$ cat config.mk
export PLATFORM = sky130hd
export DESIGN_NAME = id_stage
export DESIGN_NICKNAME = d
export VERILOG_FILES = /design/src/rtl/id_stage.sv
export SDC_FILE = /design/constraint.sdc
export NUM_CORES = 1
export LEC_CHECK = 0
export BUFFER_PORTS_ARGS = -buffer_cell sky130_fd_sc_hd__buf_2
export CORE_MARGIN = 2
export CORE_UTILIZATION = 40
export CTS_CLUSTER_DIAMETER = 30
export CTS_CLUSTER_SIZE = 16
export DETAILED_ROUTE_END_ITERATION = 6
export PLACE_DENSITY = 0.68
export REMOVE_ABC_BUFFERS = 1
export SETUP_SLACK_MARGIN = 0.15
export SYNTH_ARGS = -nofsm -noshare
export SYNTH_HDL_FRONTEND = slang
export SYNTH_SLANG_ARGS = --single-unit
$ cat constraint.sdc
create_clock -name clk -period 7.75 [get_ports clk]
set_input_delay 1.55 -clock clk [delete_from_list [all_inputs] [get_ports clk]]
set_output_delay 1.55 -clock clk [all_outputs]
set_load 0.03 [all_outputs]
$ cat src/rtl/id_stage.sv
`default_nettype none
// ============================================================================
// Module      : id_stage
// Description : LoongArch decode stage: operand read/forward, load-use stall,
//               branch resolution with redirect back to fetch.
// Revision    : 1.0 - initial release
// ============================================================================
module id_stage #(
    parameter logic [31:0] RESET_PC = 32'h1bfffffc
) (
    input  logic        clk,
    input  logic        reset,
    input  logic        fs_to_ds_valid,
    input  logic [31:0] fs_pc,
    input  logic [31:0] fs_inst,
    output logic        ds_allowin,
    output logic        br_taken,
    output logic [31:0] br_target,
    output logic [4:0]  rf_raddr1,
    output logic [4:0]  rf_raddr2,
    input  logic [31:0] rf_rdata1,
    input  logic [31:0] rf_rdata2,
    input  logic        es_fwd_valid,
    input  logic [4:0]  es_fwd_dest,
    input  logic [31:0] es_fwd_data,
    input  logic        es_is_load,
    input  logic        ms_fwd_valid,
    input  logic [4:0]  ms_fwd_dest,
    input  logic [31:0] ms_fwd_data,
    input  logic        ws_fwd_valid,
    input  logic [4:0]  ws_fwd_dest,
    input  logic [31:0] ws_fwd_data,
    input  logic        es_flush,
    input  logic        es_allowin,
    output logic        ds_to_es_valid,
    output logic [31:0] ds_pc,
    output logic [31:0] ds_inst,
    output logic [31:0] ds_rj_value,
    output logic [31:0] ds_src2_value
);

    localparam logic [5:0] OP_JIRL = 6'b010011;
    localparam logic [5:0] OP_B    = 6'b010100;
    localparam logic [5:0] OP_BL   = 6'b010101;
    localparam logic [5:0] OP_BEQ  = 6'b010110;
    localparam logic [5:0] OP_BNE  = 6'b010111;
    localparam logic [5:0] OP_BLT  = 6'b011000;
    localparam logic [5:0] OP_BGE  = 6'b011001;
    localparam logic [5:0] OP_BLTU = 6'b011010;
    localparam logic [5:0] OP_BGEU = 6'b011011;

    logic        ds_valid_q, ds_valid_d;
    logic [31:0] ds_pc_q, ds_pc_d;
    logic [31:0] ds_inst_q, ds_inst_d;

    logic [5:0]  op6;
    logic [9:0]  op10;
    logic [6:0]  op7;
    logic [4:0]  rj, rk, rd, src2_addr;
    logic        is_brcmp, is_store, is_rrr, rj_used, src2_is_rd, src2_used;
    logic        load_use, ds_ready_go, br_cond;
    logic [31:0] rj_value, src2_value, offs16, offs26;

    assign op6  = ds_inst_q[31:26];
    assign op10 = ds_inst_q[31:22];
    assign op7  = ds_inst_q[31:25];
    assign rj   = ds_inst_q[9:5];
    assign rk   = ds_inst_q[14:10];
    assign rd   = ds_inst_q[4:0];

    assign is_brcmp   = (op6 >= OP_BEQ) && (op6 <= OP_BGEU);
    assign is_store   = (op10 == 10'h0A4) || (op10 == 10'h0A5) || (op10 == 10'h0A6);
    assign is_rrr     = (op10 == 10'h000);
    assign src2_is_rd = is_brcmp | is_store;
    assign src2_used  = src2_is_rd | is_rrr;
    assign rj_used    = ~((op6 == OP_B) || (op6 == OP_BL) ||
                          (op7 == 7'b0001010) || (op7 == 7'b0001110));
    assign src2_addr  = src2_is_rd ? rd : rk;

    assign rf_raddr1 = rj;
    assign rf_raddr2 = src2_addr;

    // Youngest producer wins; r0 is hard-wired zero and never forwarded.
    always_comb begin
        rj_value = rf_rdata1;
        if (rj_used && (rj != 5'd0)) begin
            if (es_fwd_valid && (es_fwd_dest == rj))      rj_value = es_fwd_data;
            else if (ms_fwd_valid && (ms_fwd_dest == rj)) rj_value = ms_fwd_data;
            else if (ws_fwd_valid && (ws_fwd_dest == rj)) rj_value = ws_fwd_data;
        end
    end

    always_comb begin
        src2_value = rf_rdata2;
        if (src2_used && (src2_addr != 5'd0)) begin
            if (es_fwd_valid && (es_fwd_dest == src2_addr))      src2_value = es_fwd_data;
            else if (ms_fwd_valid && (ms_fwd_dest == src2_addr)) src2_value = ms_fwd_data;
            else if (ws_fwd_valid && (ws_fwd_dest == src2_addr)) src2_value = ws_fwd_data;
        end
    end

    assign load_use = es_fwd_valid && es_is_load && (es_fwd_dest != 5'd0) &&
                      ((rj_used && (es_fwd_dest == rj)) ||
                       (src2_used && (es_fwd_dest == src2_addr)));
    assign ds_ready_go = ~load_use;

    assign offs16 = {{14{ds_inst_q[25]}}, ds_inst_q[25:10], 2'b00};
    assign offs26 = {{4{ds_inst_q[9]}}, ds_inst_q[9:0], ds_inst_q[25:10], 2'b00};

    always_comb begin
        br_cond   = 1'b0;
        br_target = ds_pc_q + offs16;
        case (op6)
            OP_B, OP_BL: begin
                br_cond   = 1'b1;
                br_target = ds_pc_q + offs26;
            end
            OP_JIRL: begin
                br_cond   = 1'b1;
                br_target = rj_value + offs16;
            end
            OP_BEQ:  br_cond = (rj_value == src2_value);
            OP_BNE:  br_cond = (rj_value != src2_value);
            OP_BLT:  br_cond = ($signed(rj_value) <  $signed(src2_value));
            OP_BGE:  br_cond = ($signed(rj_value) >= $signed(src2_value));
            OP_BLTU: br_cond = (rj_value <  src2_value);
            OP_BGEU: br_cond = (rj_value >= src2_value);
            default: br_cond = 1'b0;
        endcase
    end

    assign br_taken       = ds_valid_q & ds_ready_go & ~es_flush & br_cond;
    assign ds_allowin     = ~ds_valid_q | (ds_ready_go & es_allowin);
    assign ds_to_es_valid = ds_valid_q & ds_ready_go;

    // The fetch-side instruction arriving alongside a departing taken branch is wrong-path.
    always_comb begin
        ds_valid_d = ds_valid_q;
        ds_pc_d    = ds_pc_q;
        ds_inst_d  = ds_inst_q;
        if (es_flush) begin
            ds_valid_d = 1'b0;
        end else if (ds_allowin) begin
            ds_valid_d = fs_to_ds_valid & ~(br_taken & es_allowin);
        end
        if (ds_allowin && fs_to_ds_valid) begin
            ds_pc_d   = fs_pc;
            ds_inst_d = fs_inst;
        end
    end

    always_ff @(posedge clk) begin
        if (reset) begin
            ds_valid_q <= 1'b0;
            ds_pc_q    <= RESET_PC;
            ds_inst_q  <= 32'h0;
        end else begin
            ds_valid_q <= ds_valid_d;
            ds_pc_q    <= ds_pc_d;
            ds_inst_q  <= ds_inst_d;
        end
    end

    assign ds_pc         = ds_pc_q;
    assign ds_inst       = ds_inst_q;
    assign ds_rj_value   = rj_value;
    assign ds_src2_value = src2_value;

endmodule
`default_nettype wire

**Word level (Yosys, flattened, before mapping)**

Cells that the tools add are included.

- Add/sub/neg operators: 3
- Order comparisons: 6
- Eq/ne operators: 22
- Multiplexer cells: 11
- Bitwise logic cells: 14
- Reduce and logical (&&, ||, !) cells: 28

Operator list:

| operator | number |
|---|---|
| 32-bit two-way mux | 8 |
| 32-bit adder | 3 |
| 32-bit greater-or-equal comparator | 2 |
| 32-bit less-than comparator | 2 |
| 32-bit one-hot mux with 2 select lines | 1 |
| 6-bit by 5-bit == test with 1-bit output, second input constant | 9 |
| 32-bit == test | 1 |
| 32-bit inequality test | 1 |
| 10-bit by 8-bit == test with 1-bit output, second input constant | 3 |
| 5-bit == test | 6 |
| 1-bit logical AND | 15 |
| 5-bit nonzero test | 3 |
| 7-bit by 4-bit == test with 1-bit output, second input constant | 2 |
| 10-bit logical NOT | 1 |
| 1-bit one-hot mux with 7 select lines | 1 |
| 1-bit bitwise AND | 6 |
| 6-bit by 5-bit greater-or-equal comparator with 1-bit output, second input constant | 1 |
| 6-bit by 5-bit less-or-equal comparator with 1-bit output, second input constant | 1 |
| 1-bit logical OR | 6 |
| 5-bit two-way mux | 1 |
| 1-bit inverter | 5 |
| 2-bit OR reduction | 2 |
| 1-bit OR | 3 |
| 3-bit OR reduction | 1 |

- Flip-flop bits (word level): 65
- Bits of input ports: 248
- Word-level logic and storage cells: 87

**Longest topological paths before layout**

- Word-level depth: 17
- Gate-level depth with buffers: 24
- Depth with buffers taken out: 21

**Worst setup path after synthesis**

No wires, ideal clock.

- Kind: input to output
- Start: input port ws_fwd_dest[2]
- End: output port br_target[28]
- Data arrival time: 6.462 ns
- Required time: 6.200 ns
- Slack: -0.262 ns
- Cell stages on the path: 23
- Path through: xor2_1 nor4_1 and3_1 clkbuf_1 buf_2 mux2i_1 a211oi_1 a21oi_1 a21oi_1 nand2_1 nand2_1 ha_1 inv_1 fa_1 nor2b_1 o211ai_1 a32oi_1 a21oi_1 o211a_1 o31ai_1 a21oi_1 xor2_1 o21ai_0

- Cells in the longest elaborated chain, start to end: 8

Ends and longest elaborated chain:

| item | RTL line | RTL |
|---|---|---|
| from (decl) | 31 | `input logic [4:0] ws_fwd_dest,` |
| 5-bit == test | 89 | `else if (ws_fwd_valid && (ws_fwd_dest == rj)) rj_value = ws_fwd_data;` |
| 1-bit logical AND | 89 |  |
| 32-bit two-way mux | 89 |  |
| 32-bit two-way mux | 88 | `else if (ms_fwd_valid && (ms_fwd_dest == rj)) rj_value = ms_fwd_data;` |
| 32-bit two-way mux | 87 | `if (es_fwd_valid && (es_fwd_dest == rj)) rj_value = es_fwd_data;` |
| 32-bit two-way mux | 86 | `if (rj_used && (rj != 5'd0)) begin` |
| via ds_rj_value[2] | 38 | `output logic [31:0] ds_rj_value,` |
| 32-bit adder | 120 | `br_target = rj_value + offs16;` |
| 32-bit one-hot mux with 2 select lines | 113 | `case (op6)` |
| to (decl) | 18 | `output logic [31:0] br_target,` |

The timed path passes the listed nets, and every way through them passes these cells.

**Final worst setup path**

- Start: input port ws_fwd_dest[1]
- End: output port br_target[30]

- Cells in the longest elaborated chain, start to end: 8

Ends and longest elaborated chain:

| item | RTL line |
|---|---|
| 5-bit == test | 89 |
| 1-bit logical AND | 89 |
| 32-bit two-way mux | 89 |
| 32-bit two-way mux | 88 |
| 32-bit two-way mux | 87 |
| 32-bit two-way mux | 86 |
| 32-bit adder | 120 |
| 32-bit one-hot mux with 2 select lines | 113 |

No other way between the ends.

==> results.cfg <==
[setup_path]
max_stage_delay_ns = 0.33
crit_family = compound AO/OA/AOI/OAI gates
worstPathMaxFanout = 10
cp.arrival_ns = 5.89
worstSetupPathType = input port to output port
path_common_cell = buf_4
crit_path_start_kind = input port
cp.depth = 23
critPathSlowestCell = a21oi_1
rr_worst_depth = 21
path_cells = buf_2, xor2_1, nor4_2, and3_4, buf_12, buf_4, buf_4, mux2i_1, a211oi_1, a21oi_1, a21oi_1, buf_4, nand2_1, nand2_1, ha_1, o2111ai_1, a31o_2, o211a_1, o31ai_2, o22ai_1, xor2_1, mux2i_1, clkbuf_4
crit_required_ns = 6.20
crit_path_end_kind = output port
crit_buf_inv = 6

[synth]
async_flop_share = 0
syn-instance-count = 1538
avgSynthCellArea_um2 = 6.97
yosysMostFrequentCell = nor2_1
ys_types = 70
synth_top_area_frac = 0.121
synthFlopType = dfxtp_1
synth.area.top_cells = dfxtp_1 (12%), ha_1 (11%), mux2i_1 (9.9%), a21oi_1 (6.8%), nor2_1 (6.0%)
yosysSeqAreaShare = 0.121
synth_edf_count = 0
synth_area_um2 = 10700
ys_ff_latch = 65
synth_warnings = 0
synth_common_cells = nor2_1 (172), nand2_1 (153), a21oi_1 (145), mux2i_1 (106), ha_1 (90)
synth_top_cell_by_area = dfxtp_1

[run]
cap_violations = 0

[timing]
fin_skew_ns = 0.00812
setup_violations = 0
fin_hold_ws_ns = 0.493
grt_setup_unrepaired = yes
fmax_mhz = 134
tightest_slew_ns = 1.04
finalHoldViolations = 0
post-route-worst-setup-slack_ns = 0.311
setup_tns_ns = 0
drv_slew = 0
min_period_ns = 7.44
finalCritPeriodShare = 0.960
slew_headroom = 0.306

[layout]
regArea_um2 = 1300
layout.nets = 2281
syn2layout_area_growth_pct = 30.5
fillCellCount = 2687
drive_above_1_share = 0.289
multi_input_area_um2 = 9000

[clock_network]
cts.clk_slew.worst_paths_ns = 0.06
cts_hold_buffers = 0
insertion_delay_ns = 0.35
clock_path_buffers = 2
cts_tree = done
htreeDepth = 3
cts_sinks = 65
cts_buffers = 9
root_buffer = clkbuf_16

[placed_design]
gp_congestion = 0.988
dp_hpwl_mm = 38.5
io_buffers = 420
dpl_worst_slack_ns = 0.201

[global_routing]
overflow = 0
grt_pass1_wl_mm = 73.4
grt_pass1_vias = 12515
antenna_found_initial = 20
grt_max_degree = 130
grt_use_total = 0.335

[route]
route.detailed.drc = 0
num_vias = 13720
postRouteAntennaNets = 0
totalWireLength_mm = 49.7
viasPerCell = 5.97
drt_iter0_markers = 1383
drt-wirelength-per-cell_um = 21.6
dr.pass1.iters = 5

[status]
outcome = finished clean

[floorplanning]
start_util = 0.409
core_area_um2 = 26200
io_pins = 421
num_rows = 59
die_w_um = 168
die_h_um = 168
fp.dieArea_um2 = 28100

[pwr]
max-vdd-ir-drop_mv = 0.107
p_leak_nw = 6.45
power_density_nw_per_um2 = 169

[hold_path]
hp-class = flop to flop
min_path_cells = 2
==> worst min-delay path, delay by kind of cell, from the launching register on <==
| family | cells | cell delay [ns] |
|---|---|---|
| flops | 1 | 0.32 |
| simple gates | 1 | 0.07 |
| mux | 1 | 0.06 |
==> worst paths after layout <==
| kind | startpoint | endpoint | slack [ns] |
|---|---|---|---|
| setup reg to reg | ds_inst[28] | ds_valid_q | 1.96 |
| hold reg to reg | ds_pc[1] | ds_pc[1] | 0.49 |
| hold / removal | ds_pc[1] | ds_pc[1] | 0.49 |
| setup / recovery | ws_fwd_dest[1] | br_target[30] | 0.31 |
==> cell type report <==
cell class / count / area share
repair buffers: 502 / 0.200
flip-flops and latches: 65 / 0.0931
well taps: 335 / 0.0300
diodes: 18 / 0.00322
clock inverters: 6 / 0.00662
inverters: 27 / 0.00724
multi-input cells: 1336 / 0.643
clock buffers: 10 / 0.0164
==> state kept, by name, indices dropped and copies added (netlist names) <==
name	flops
ds_inst	32
ds_valid_q	1
ds_pc	32
==> cells in the final DEF, fill, tap and decap left out, types with 4 or more instances in the layout <==
| master | synthesis | final |
|---|---|---|
| buf_2 | 14 | 416 |
| nor2_1 | 172 | 171 |
| nand2_1 | 153 | 153 |
| a21oi_1 | 145 | 138 |
| mux2i_1 | 106 | 105 |
| ha_1 | 90 | 90 |
| nand2b_1 | 88 | 88 |
| buf_4 | 11 | 79 |
| dfxtp_1 | 65 | 64 |
| o21ai_0 | 50 | 50 |
| a211oi_1 | 44 | 44 |
| nand4_1 | 43 | 43 |
| xor2_1 | 42 | 41 |
| nor3_1 | 42 | 41 |
| xnor2_1 | 39 | 39 |
| a31oi_1 | 39 | 38 |
| and2_1 | 35 | 33 |
| o21ai_1 | 30 | 30 |
| a221o_1 | 30 | 30 |
| a221oi_1 | 30 | 29 |
| inv_1 | 26 | 26 |
| a21o_1 | 21 | 21 |
| diode_2 | 0 | 18 |
| nand3_1 | 14 | 13 |
| o21bai_1 | 9 | 9 |
| clkbuf_16 | 0 | 9 |
| o21a_1 | 9 | 8 |
| o211ai_1 | 8 | 8 |
| and3_1 | 9 | 8 |
| a21oi_2 | 1 | 7 |
| nor2b_1 | 10 | 6 |
| buf_12 | 0 | 6 |
| or4_1 | 5 | 5 |
| or3_1 | 5 | 5 |
| a41oi_1 | 4 | 4 |
| o31ai_1 | 7 | 4 |
==> repair_timing <==
action                     in CTS  in global routing
resized for setup               2                 27
setup buffers                   0                 11
setup endpoints to repair       1                 12
pin swaps                       0                  9
==> layer usage <==
layer,GRT usage,part of all wire,up-vias
li1,-,-,6488
met1,0.436,0.42,6400
met2,0.538,0.45,720
met3,0.0563,0.079,108
met4,0.161,0.043,4
met5,0,0.00054,-
==> stage by stage <==
step	instances	total power [W]	util	instance area [µm²]
after CTS	2270	0.00233	0.525	13800
after global routing	2299	0.00249	0.534	14000
final	2299	0.00236	0.534	14000
after detailed placement	2254	0.00186	0.512	13400
after global placement	2254	0.00185	0.512	13400
after floorplan	1428	0.00134	-	10200
==> cell families (layout without fill, tap and decap cells) <==
group | Yosys count | after routing | synth area share
other | 0 | 18 | 0
muxes | 110 | 110 | 0.103
adders and majority gates | 92 | 92 | 0.109
DFF | 65 | 65 | 0.121
AOI/OAI and AO/OA | 459 | 459 | 0.279
buffers and inverters | 137 | 545 | 0.0541
xor gates and xnor gates | 81 | 81 | 0.0662
and+or+nand+nor | 594 | 594 | 0.267
==> power by group <==
part / total [W] / leakage [nW] / internal, W / switching [W]
clock: 0.000459 / 0.149 / 0.000283 / 0.000176
combinational: 0.00150 / 5.77 / 0.000543 / 0.000959
sequential: 0.000397 / 0.538 / 0.000357 / 0.0000405
total: 0.00236 / 6.45 / 0.00118 / 0.00118
Note: power is estimated with default switching activity, not from simulation.
